### src/rtl/shr_pkg.sv
// Shared constants and types for the 6-bit LSB-first serial shifters.
// Holds word/counter widths and the receive FSM state encoding.
package shr_pkg;

    localparam int WORD_W = 6;
    localparam int CNT_W  = 3;

    localparam logic [CNT_W-1:0] LAST_BIT = CNT_W'(WORD_W - 1);

    typedef enum logic {
        IDLE  = 1'b0,
        SHIFT = 1'b1
    } state_t;

    // Complete receiver state in one register so checkers can bind to a single signal.
    typedef struct packed {
        state_t              fsm;
        logic [CNT_W-1:0]    cnt;
        logic [WORD_W-1:0]   sr;
    } rx_state_t;

endpackage

### src/rtl/shr_6sipo.sv
// 6-bit LSB-first serial-in/parallel-out receiver with frame SYNC, a held output
// word with VALID/ACK hand-off, sticky overrun and a truncation (FERR) pulse.
module shr_6sipo
    import shr_pkg::*;
#(
    parameter bit OVR_KEEP = 1'b1
) (
    input  logic              CLK,
    input  logic              RST,
    input  logic              EN,
    input  logic              SYNC,
    input  logic              DIN,
    input  logic              ACK,
    output logic [WORD_W-1:0] DOUT,
    output logic              VALID,
    output logic              OVR,
    output logic              FERR
);

    rx_state_t         st;
    rx_state_t         st_nxt;
    logic              complete;
    logic              trunc;
    logic [WORD_W-1:0] word;

    always_ff @(posedge CLK or negedge RST) begin
        if (!RST) begin
            st <= '{fsm: IDLE, cnt: '0, sr: '0};
        end else begin
            st <= st_nxt;
        end
    end

    // New bits enter at the top so the first bit of a word ends up in bit 0.
    always_comb begin
        st_nxt   = st;
        complete = 1'b0;
        trunc    = 1'b0;
        word     = {DIN, st.sr[WORD_W-1:1]};
        if (EN) begin
            case (st.fsm)
                IDLE: begin
                    if (SYNC) begin
                        st_nxt.sr  = word;
                        st_nxt.cnt = CNT_W'(1);
                        st_nxt.fsm = SHIFT;
                    end
                end
                SHIFT: begin
                    st_nxt.sr = word;
                    if (SYNC) begin
                        st_nxt.cnt = CNT_W'(1);
                        trunc      = (st.cnt != '0);
                    end else if (st.cnt == LAST_BIT) begin
                        st_nxt.cnt = '0;
                        complete   = 1'b1;
                    end else begin
                        st_nxt.cnt = st.cnt + CNT_W'(1);
                    end
                end
            endcase
        end
    end

    // Hand-off: VALID means DOUT holds a word not yet taken; the word is taken on
    // any edge with VALID=1 and ACK=1. ACK while VALID=0 is ignored. A word that
    // completes on the taking edge replaces it directly and VALID stays high.
    always_ff @(posedge CLK or negedge RST) begin
        if (!RST) begin
            DOUT  <= '0;
            VALID <= 1'b0;
            OVR   <= 1'b0;
            FERR  <= 1'b0;
        end else begin
            FERR <= trunc;
            if (complete) begin
                if (!VALID || ACK) begin
                    DOUT  <= word;
                    VALID <= 1'b1;
                    if (VALID) begin
                        OVR <= 1'b0;
                    end
                end else begin
                    OVR <= 1'b1;
                    if (!OVR_KEEP) begin
                        DOUT <= word;
                    end
                end
            end else if (VALID && ACK) begin
                VALID <= 1'b0;
                OVR   <= 1'b0;
            end
        end
    end

endmodule

### config.mk
export PLATFORM = sky130hd
export DESIGN_NAME = shr_6sipo
export DESIGN_NICKNAME = d
export VERILOG_FILES = /design/src/rtl/shr_pkg.sv /design/src/rtl/shr_6sipo.sv
export SDC_FILE = /design/constraint.sdc
export NUM_CORES = 1
export LEC_CHECK = 0
export ABC_CLOCK_PERIOD_IN_PS = 2100
export CAP_MARGIN = 20
export CORE_UTILIZATION = 40
export CTS_CLUSTER_DIAMETER = 150
export CTS_CLUSTER_SIZE = 14
export DETAILED_ROUTE_END_ITERATION = 8
export SLEW_MARGIN = 20
export SYNTH_ARGS = -nofsm -noshare
export SYNTH_HDL_FRONTEND = slang
export SYNTH_SLANG_ARGS = --single-unit
### constraint.sdc
create_clock -name CLK -period 2.1 [get_ports CLK]
set_clock_uncertainty 0.15 [all_clocks]
set_input_delay 0.63 -clock CLK [delete_from_list [all_inputs] [get_ports CLK]]
set_output_delay 0.63 -clock CLK [all_outputs]
set_load 0.02 [all_outputs]
==> results.md <==
- Num CTS Buffers: 3
- Clk Latency, worst-skew pair: just under 0.3 ns
- Slowest cell delay on critical path: approximately 0.60 ns
- Bufs and invs on worst path: 1
- Synth async-reset ratio: 1.00
- FMAX: 491 MHz
- R2R Path Start: st[9]
- FF-to-FF setup slack: 0.54 ns
- Type of origin of the critical path: flip-flop
- Post-CTS Setup Bufs: 0
- Core region area: approximately 1700 um^2
- Maxcap violations: 0
- Fin Hold WS: 0.328 ns
- Relative slew slack: 0.798
- Effective utilization at floorplan: 0.425
- Grt ovf: 0
- Final wirelength: around 1100 um
- RSZ-0062 raised after global routing: false
- EDFF count, synth: 0
- N_diodes: 0
- Yosys warnings: 0
- Count of different cell masters after synthesis: 17
- Worst R2R End: DOUT[1]
- Tot GR Track Use: 0.135
- Fill cells: approximately 150
- Max FO, Critical Path: 2
- RD Place Congestion: just under 0.7
- Yosys reg bits: 18
- Top-count cell post-synth: dfrtp_1
- Yosys top cell area share: 0.621
- Vias in the first global route: approximately 440
- Initial DRC Count: 3
- Worst Setup SP: DOUT[2]
- Sequential share of the synthesized area: 0.621
- Area of the mapped netlist: roughly 730 um^2
- Hold Buf Count CTS: 0
- Crit Path Class: reg2out
- CTS sink cnt: 18
- Largest net degree at the start of global routing: 19
- Syn Nets: 55
- FF/Latch Area: approximately 450 um^2
- H-tree depth: 1
- Top delay family on crit path: buffers and inverters
- Final Net Count: 80
- Area Overhead vs Synth: 35.2%
- Grt peak-use layer: met2
- Residual DRC: 0
- Met3 Use GR: 0.0245
- Critical Path Slowest Stage Cell: clkdlybuf4s50_1
- Crit. End Element: output pin
- Die W: about 45 um
- Area post-placement: 942 um^2
- CTS root buffer: clkbuf_4
- First-pass GRT wire length: around 1900 um
- Area of the multi-input gates: between 200 and 300 um^2
- Max Buffers Root-to-Sink: 2
- Avg Inst Size Synth: approximately 15 um^2
- Internal Power: between 0.7 and 0.8 mW
- Clock-pin slew on the worst setup and hold paths: 0.10 ns
- Share of cells above drive strength 1: 0.356
- Finished Cell Area: roughly 980 um^2
- Worst Reg2Reg Path Length in Cells: 3
- CP arrival: ~1.3 ns
- M2 GR Usage: 0.200
- Sw Pwr: 0.291 mW
- Antenna violations before repair: 0
- Die H: between 40 and 50 um
- Post-synth top cells: dfrtp_1 (18), mux2_2 (12)
- Vias post-DR: ~450
- DP Wirelength: roughly 800 um
- Outcome: completed
- Combinational power share: 0.313
- Ports: 15
- Die area: 1990 um^2
- Post-synthesis cell count: 49
- Req. time, crit path: 1.32 ns
- Synth top area cells: dfrtp_1 (62%), mux2_2 (19%), nand4b_4 (3.3%)
- Post-cts resize count: 0
- Vias per cell: between 4 and 5
- Setup violations, final: 0
- Met1 usage: 0.181
- Power per cell area: a little over 1000 nW/um^2
- Dominant cell type by area after synthesis: dfrtp_1
- Rows: 15
- Clock Power Share: 0.206
- Crit path cell chain: clkdlybuf4s50_1
- Worst-margin pin slew: roughly 0.30 ns
- Sw Share: 0.288
- Period utilization: 0.969
- Post-layout min period: 2.04 ns
- 1st-pass router iterations: 2
- Buffers on Ports: 14
- ANT nets after route: 0
- Share of power burned in registers: 0.481
- Final hold viol count: 0
- Slew Viols, Final: 0
- CTS tree: done
- Stages on the worst setup path: 1
- Drt wl/cell: between 10 and 15 um
- Setup TNS: 0 ns
- End of the critical path: DOUT[2]
- Leak: around 0.45 nW
- Max IR drop VDD: 524 uV
- Top FF cell, synth: dfrtp_1
- Min-delay worst type: reg2reg
## through the flow
step	util	instances	total power, mW	setup slack [ns]
after detailed placement	0.552	94	0.813	-0.185
final	0.574	98	1.01	0.0642
after CTS	0.573	98	1.03	0.0259
after global routing	0.574	98	1.07	0.00804
after global placement	0.552	94	0.810	-0.187
after floorplan	-	49	0.649	0.350
## area by class of cell
class / instances / area share
multi-input combinational: 29 / 0.273
inverter: 2 / 0.00765
tap: 25 / 0.0319
sequential: 18 / 0.459
clock buffer: 4 / 0.0370
timing repair buffer: 20 / 0.191
## power groups by stage
stage               Sequential [mW]  Clock [mW]  Combinational [mW]
global route                  0.502       0.230               0.337
detailed placement            0.495           0               0.318
global placement              0.494           0               0.316
CTS                           0.488       0.219               0.320
finish                        0.486       0.208               0.316
floorplan                     0.554           0              0.0954
## cell families after synthesis
| logic type | Yosys count | share of synthesized area |
|---|---|---|
| AOI/OAI and AO/OA | 7 | 0.0741 |
| DFF | 18 | 0.621 |
| buffers and inverters | 2 | 0.0103 |
| muxes | 12 | 0.186 |
| and+or+nand+nor | 10 | 0.109 |
## per-layer routing
metal  wire [um]  share of wire
met1         524           0.48
met4          12          0.011
met5           0              0
met2         501           0.46
met3          54          0.049
## placed cells by master, fill, tap and decap left out, types with 2 or more instances in the layout
cell type / count
buf_4: 6
dfrtp_1: 18
mux2_2: 12
clkbuf_4: 3
a21o_2: 2
clkdlybuf4s50_1: 13
nor2_1: 2
nor3_1: 2
inv_1: 2
## state kept, by name, summed over array words and instances, names as in the netlist
signal  cells
FERR        1
OVR         1
st          9
VALID       1
DOUT        6
## worst min path at each step
stage	startpoint	to	slack [ns]	cells past startpoint
6_report	VALID	OVR	0.33	1
5_1_grt	VALID	OVR	0.37	1
4_1_cts	VALID	OVR	0.34	1
3_5_place_dp	VALID	OVR	0.33	1
3_3_place_gp	VALID	OVR	0.32	1
2_1_floorplan	RST	DOUT[0]	0.18	0
Note: power is estimated with default switching activity, not from simulation.
==> patch 1: new RTL, config.mk and constraints unchanged <==
Register the output `FERR` once more, with the module's reset; this adds one clock of latency there. The other outputs are not delayed to match.
--- a/src/rtl/shr_6sipo.sv
+++ b/src/rtl/shr_6sipo.sv
@@ -16,6 +16,8 @@
     output logic              OVR,
     output logic              FERR
 );
+
+    logic FERR_s0;
 
     rx_state_t         st;
     rx_state_t         st_nxt;
@@ -70,9 +72,9 @@
             DOUT  <= '0;
             VALID <= 1'b0;
             OVR   <= 1'b0;
-            FERR  <= 1'b0;
+            FERR_s0 <= 1'b0;
         end else begin
-            FERR <= trunc;
+            FERR_s0 <= trunc;
             if (complete) begin
                 if (!VALID || ACK) begin
                     DOUT  <= word;
@@ -93,5 +95,13 @@
         end
     end
 
+    always_ff @(posedge CLK or negedge RST) begin
+        if (!RST) begin
+            FERR <= '0;
+        end else begin
+            FERR <= FERR_s0;
+        end
+    end
+
 endmodule
 
Check against the original RTL: not equivalent (a bounded check fails within 4 cycles, from zero or initial values and one cycle with RST low).
==> patch 1 against the unedited design <==
- core utilization is 1.2 points higher
- sequential share of layout area increased by 0.54 points
- critical endpoint is now DOUT[5]
- sequential cell count is 1 higher
- worst setup slack improved by 20 ps
- sequential power increased by 4%
- total power shrank 1.8%
- non-clock buffer count grew 2
- critical path depth did not move
- synthesized area increased by 3.4%
- design area grew 4.3%
- routed wire length increased by 8.9%
==> patch 1: results (changes against the unedited design) <==
* Drt first pass iters at 2 (unchanged)
* Syn Area/Cell at 15.0 sq um (+1.4%)
* DP Worst Slack at -156 ps (+29.0 ps)
* Share of cells above drive strength 1 at 0.355 (-0.000901)
* Reg2Reg Depth at 4 (+1)
* Post-synth cell types at 17 (unchanged)
* DR vias at 466 (+2.6%)
* First-pass GRT wire length at 2140 microns (+13%)
* Biggest regs: st x9, DOUT x6
* DP Wirelength at 877 microns (+10%)
* Maximum clock frequency at 496 MHz (+1.0%)
* # Post-CTS Setup Buffers at 0 (unchanged)
* R2r setup slk at 540 ps (about the same)
* 1st-iter DRT viols at 2 (-1)
* Final nets at 83 (+3.8%)
* Reg-to-reg critical path startpoint: st[9]
* Synth Flop Type: dfrtp_1
* P_leak at 0.550 nW (+22%)
* Worst path slowest cell: clkdlybuf4s50_1
* Yosys warns at 0 (unchanged)
* CP Launch Point: DOUT[5]
* Initial antenna violation count at 0 (unchanged)
* Total wire length at 1190 microns (+8.9%)
* Peak VDD IR at 0.652 mV (+24%)
* Worst slew pin tran at 242 ps (-59.5 ps)
* Overall Global Routing Usage at 0.156 (+0.0208)
* Synth area leaders: dfrtp_1 63%, mux2_2 18%, nand4b_4 3.2%, a21o_2 2.3%, nor3_4 2.2%
* Root Driver: clkbuf_4
* WL/cell at 11.8 microns (+5.6%)
* Largest net degree at the start of global routing at 20 (+1)
* Syn_nets at 56 (+1.8%)
* FFs w/ async S/R, synth at 1.00 (unchanged)
* # diodes at 0 (unchanged)
* Seq/Total Area, Yosys at 0.633 (+0.0126)
* Clock tree buffer depth at 2 (unchanged)
* Min-delay worst type: reg -> reg
* Worst-path fanout max at 2 (unchanged)
* Post-synth EDFFs at 0 (unchanged)
* Hold Crit Start: FERR_s0
* Fill cell count at 155 (+4.7%)
* Placed cell count at 97 (+3.2%)
* # port buffers at 14 (unchanged)
* Number of global-route vias before repair at 450 (+2.5%)
* FF-to-FF End: DOUT[4]
* Status: complete, no violations
* Critical Path Sink: DOUT[5]
* Placer's final routability congestion estimate at 0.703 (+1.2%)
* Critical Path Max Stage Delay at 600 ps (about the same)
* Synth top cells by count: 19 x dfrtp_1, 12 x mux2_2
* H-tree level count at 1 (unchanged)
* WP data arrival at 1240 ps (-20 ps)
* CTS Buf Count at 3 (unchanged)
[patch 1: repair_timing]
action / CTS / global route
endpoints found under the hold margin: 0 / 0
resized for setup: 0 / 6
endpoints found under the setup margin: 0 / 6
[patch 1: area by class of cell]
class                      instances  area [sq um]  share of cell area
sequential                        19           475               0.465
multi-input combinational         29           268               0.262
timing repair buffer              22           215               0.210
tap                               25          31.3              0.0306
clock buffer                       4          26.3              0.0257
inverter                           2          7.51             0.00733
[patch 1: stage by stage]
stage / hold WS, ps / area, sq um
after global routing: 233 / 1020
after detailed placement: 189 / 982
after floorplan: 181 / 751
after CTS: 211 / 1010
after global placement: 190 / 982
final: 212 / 1020
[patch 1: report_power, final]
group,switching [mW],internal [mW]
logic,0.137,0.175
clock network,0.102,0.0739
registers,0.0512,0.453
total,0.290,0.702
[patch 1: worst min path at each step]
stage | endpoint | depth (start not counted)
final | FERR | 0
after global routing | FERR | 0
after CTS | FERR | 0
after detailed placement | FERR | 0
after global placement | FERR | 0
after floorplan | DOUT[0] | 0
[patch 1: layer usage]
layer,share of wire,routed length [microns],track usage
met5,0,0,0
met4,0.010,12,0.0545
met3,0.051,61,0.0720
met2,0.47,553,0.223
met1,0.47,562,0.208
[patch 1: kinds of logic (layout without fill, tap and decap cells)]
| kind of cell | count (synthesis) | count (layout) | synth area share |
|---|---|---|---|
| simple gates | 10 | 10 | 0.105 |
| compound gates | 7 | 7 | 0.0717 |
| flops | 19 | 19 | 0.633 |
| mux | 12 | 12 | 0.180 |
| buf+inv | 2 | 28 | 0.0100 |
==> patch 2: new RTL, config.mk and constraints unchanged <==
Without the edit above. `WORD_W`: 6 -> 7.
--- a/src/rtl/shr_pkg.sv
+++ b/src/rtl/shr_pkg.sv
@@ -2,7 +2,7 @@
 // Holds word/counter widths and the receive FSM state encoding.
 package shr_pkg;
 
-    localparam int WORD_W = 6;
+    localparam int WORD_W = 7;
     localparam int CNT_W  = 3;
 
     localparam logic [CNT_W-1:0] LAST_BIT = CNT_W'(WORD_W - 1);
Interface: changed (resized DOUT); port bits go from 15 to 16. The function was not compared with the original's and may differ.
==> patch 2 against the unedited design <==
- worst setup slack got worse by 5.3 ps
- final cell count is 11% higher
- routed wire length grew 30%
- sequential power up 4%
- register-to-register slack lost 100 ps
- design area rose by 14%
- synthesized area grew 15%
- sequential cell count is 2 higher
- total power fell by 7.6%
- count of clock-buffer cells in the layout stayed put
- die area increased by 14%
- core utilization is 0.68 points lower
- sequential share of layout area fell by 0.97 points
- largest cell class unchanged
- largest power group unchanged
==> patch 2: results (changes against the unedited design) <==
* FF-to-FF End: DOUT[2]
* WL/cell at 13.0 microns (+17%)
* # diodes at 0 (unchanged)
* Overall Global Routing Usage at 0.160 (+0.0245)
* Rows at 16 (+1)
* DP Wirelength at 1020 microns (+28%)
* Seq/Total Area, Yosys at 0.599 (-0.0219)
* Status: complete, no violations
* Critical Path Sink: DOUT[6]
* Syn_nets at 63 (+15%)
* R2r setup slk at 440 ps (-100 ps)
* Clock tree buffer depth at 2 (unchanged)
* Clk_lat worst skew at 290 ps (about the same)
* DP Worst Slack at -222 ps (-36.5 ps)
* 1st-iter DRT viols at 7 (+4)
* P_leak at 0.574 nW (+27%)
* Largest net degree at the start of global routing at 21 (+2)
* # Post-CTS Setup Buffers at 0 (unchanged)
* Peak VDD IR at 0.480 mV (-8.4%)
* Clock period minus worst slack at 2040 ps (+5.25 ps)
* Root Driver: clkbuf_4
* Final nets at 89 (+11%)
* Post-synth cell types at 23 (+6)
* First-pass GRT wire length at 2460 microns (+29%)
* Synth area leaders: dfrtp_1 60%, mux2_2 18%, nand4b_4 2.8%, nor4b_4 2.8%, nor2b_1 1.5%
* Reg-to-reg critical path startpoint: st[8]
* H-tree level count at 1 (unchanged)
* Synth top cells by count: 20 x dfrtp_1, 13 x mux2_2, 2 x inv_1, 2 x nor2b_1, 2 x o21ai_0
* CP top delay family: buffers and inverters
* Avg Vias per Cell at 4.98 (+7.5%)
* FFs w/ async S/R, synth at 1.00 (unchanged)
* Drt first pass iters at 3 (+1)
* Yosys warns at 0 (unchanged)
* Reg2Reg Depth at 4 (+1)
* Placer's final routability congestion estimate at 0.771 (+11%)
* Initial antenna violation count at 0 (unchanged)
* Worst path slowest cell: clkdlybuf4s50_1
* Number of global-route vias before repair at 553 (+26%)
* Synth Flop Type: dfrtp_1
* Biggest regs: st x10, DOUT x7
* Min-delay worst type: reg -> reg
* Rel. slew slack at 0.814 (+0.0160)
* Worst-path fanout max at 2 (unchanged)
* Share of cells above drive strength 1 at 0.317 (-0.0391)
* CTS clk-pin slew, worst paths at 110 ps
* WP data arrival at 1260 ps (about the same)
* CTS Buf Count at 3 (unchanged)
* Critical Path Max Stage Delay at 610 ps
* # port buffers at 15 (+1)
* CP Launch Point: DOUT[6]
==> patch 2: repair_timing <==
action,CTS,global route
hold buffers,0,0
gates resized for setup,0,4
endpoints found under the setup margin,0,4
endpoints found under the hold margin,0,0
==> patch 2: power by group <==
| group | switching, mW | leakage (nW) | total [mW] | internal [mW] |
|---|---|---|---|---|
| registers | 0.0540 | 0.254 | 0.504 | 0.451 |
| clock network | 0.115 | 0.0210 | 0.221 | 0.106 |
| logic | 0.0881 | 0.298 | 0.208 | 0.120 |
| total | 0.257 | 0.574 | 0.933 | 0.676 |
==> patch 2: how the worst min path moves through the flow <==
stage | startpoint | endpoint | slack (ps) | cells after the start
after floorplan | RST | DOUT[0] | 180 | 0
after global placement | VALID | OVR | 330 | 1
after detailed placement | VALID | OVR | 330 | 1
after CTS | VALID | OVR | 340 | 1
after global routing | VALID | OVR | 360 | 1
final | VALID | OVR | 340 | 1
==> patch 2: cell type report <==
class,count,area [sq um]
Inverter,2,7.51
Multi-Input combinational cell,34,323
Sequential cell,20,500
Fill cell,189,848
Clock buffer,4,36.3
Tap cell,27,33.8
Timing Repair Buffer,22,213
==> patch 2: per-layer routing <==
layer	share of wire	GRT usage	vias up	wire length (microns)
met5	0	0	-	0
met4	0.0092	0.0667	0	13
met3	0.034	0.0264	2	48
met2	0.49	0.254	8	688
met1	0.47	0.217	268	668
li1	-	-	265	-
==> patch 2: per-stage QoR <==
stage                     cells  cell area (sq um)
after floorplan              57                836
after global placement      105               1070
after detailed placement    105               1070
after CTS                   109               1100
after global routing        109               1110
final                       109               1110
==> patch 2: cells by family after synthesis <==
family | share of synthesized area
DFF | 0.599
AOI/OAI and AO/OA | 0.103
and+or+nand+nor | 0.108
muxes | 0.175
buffers and inverters | 0.0150
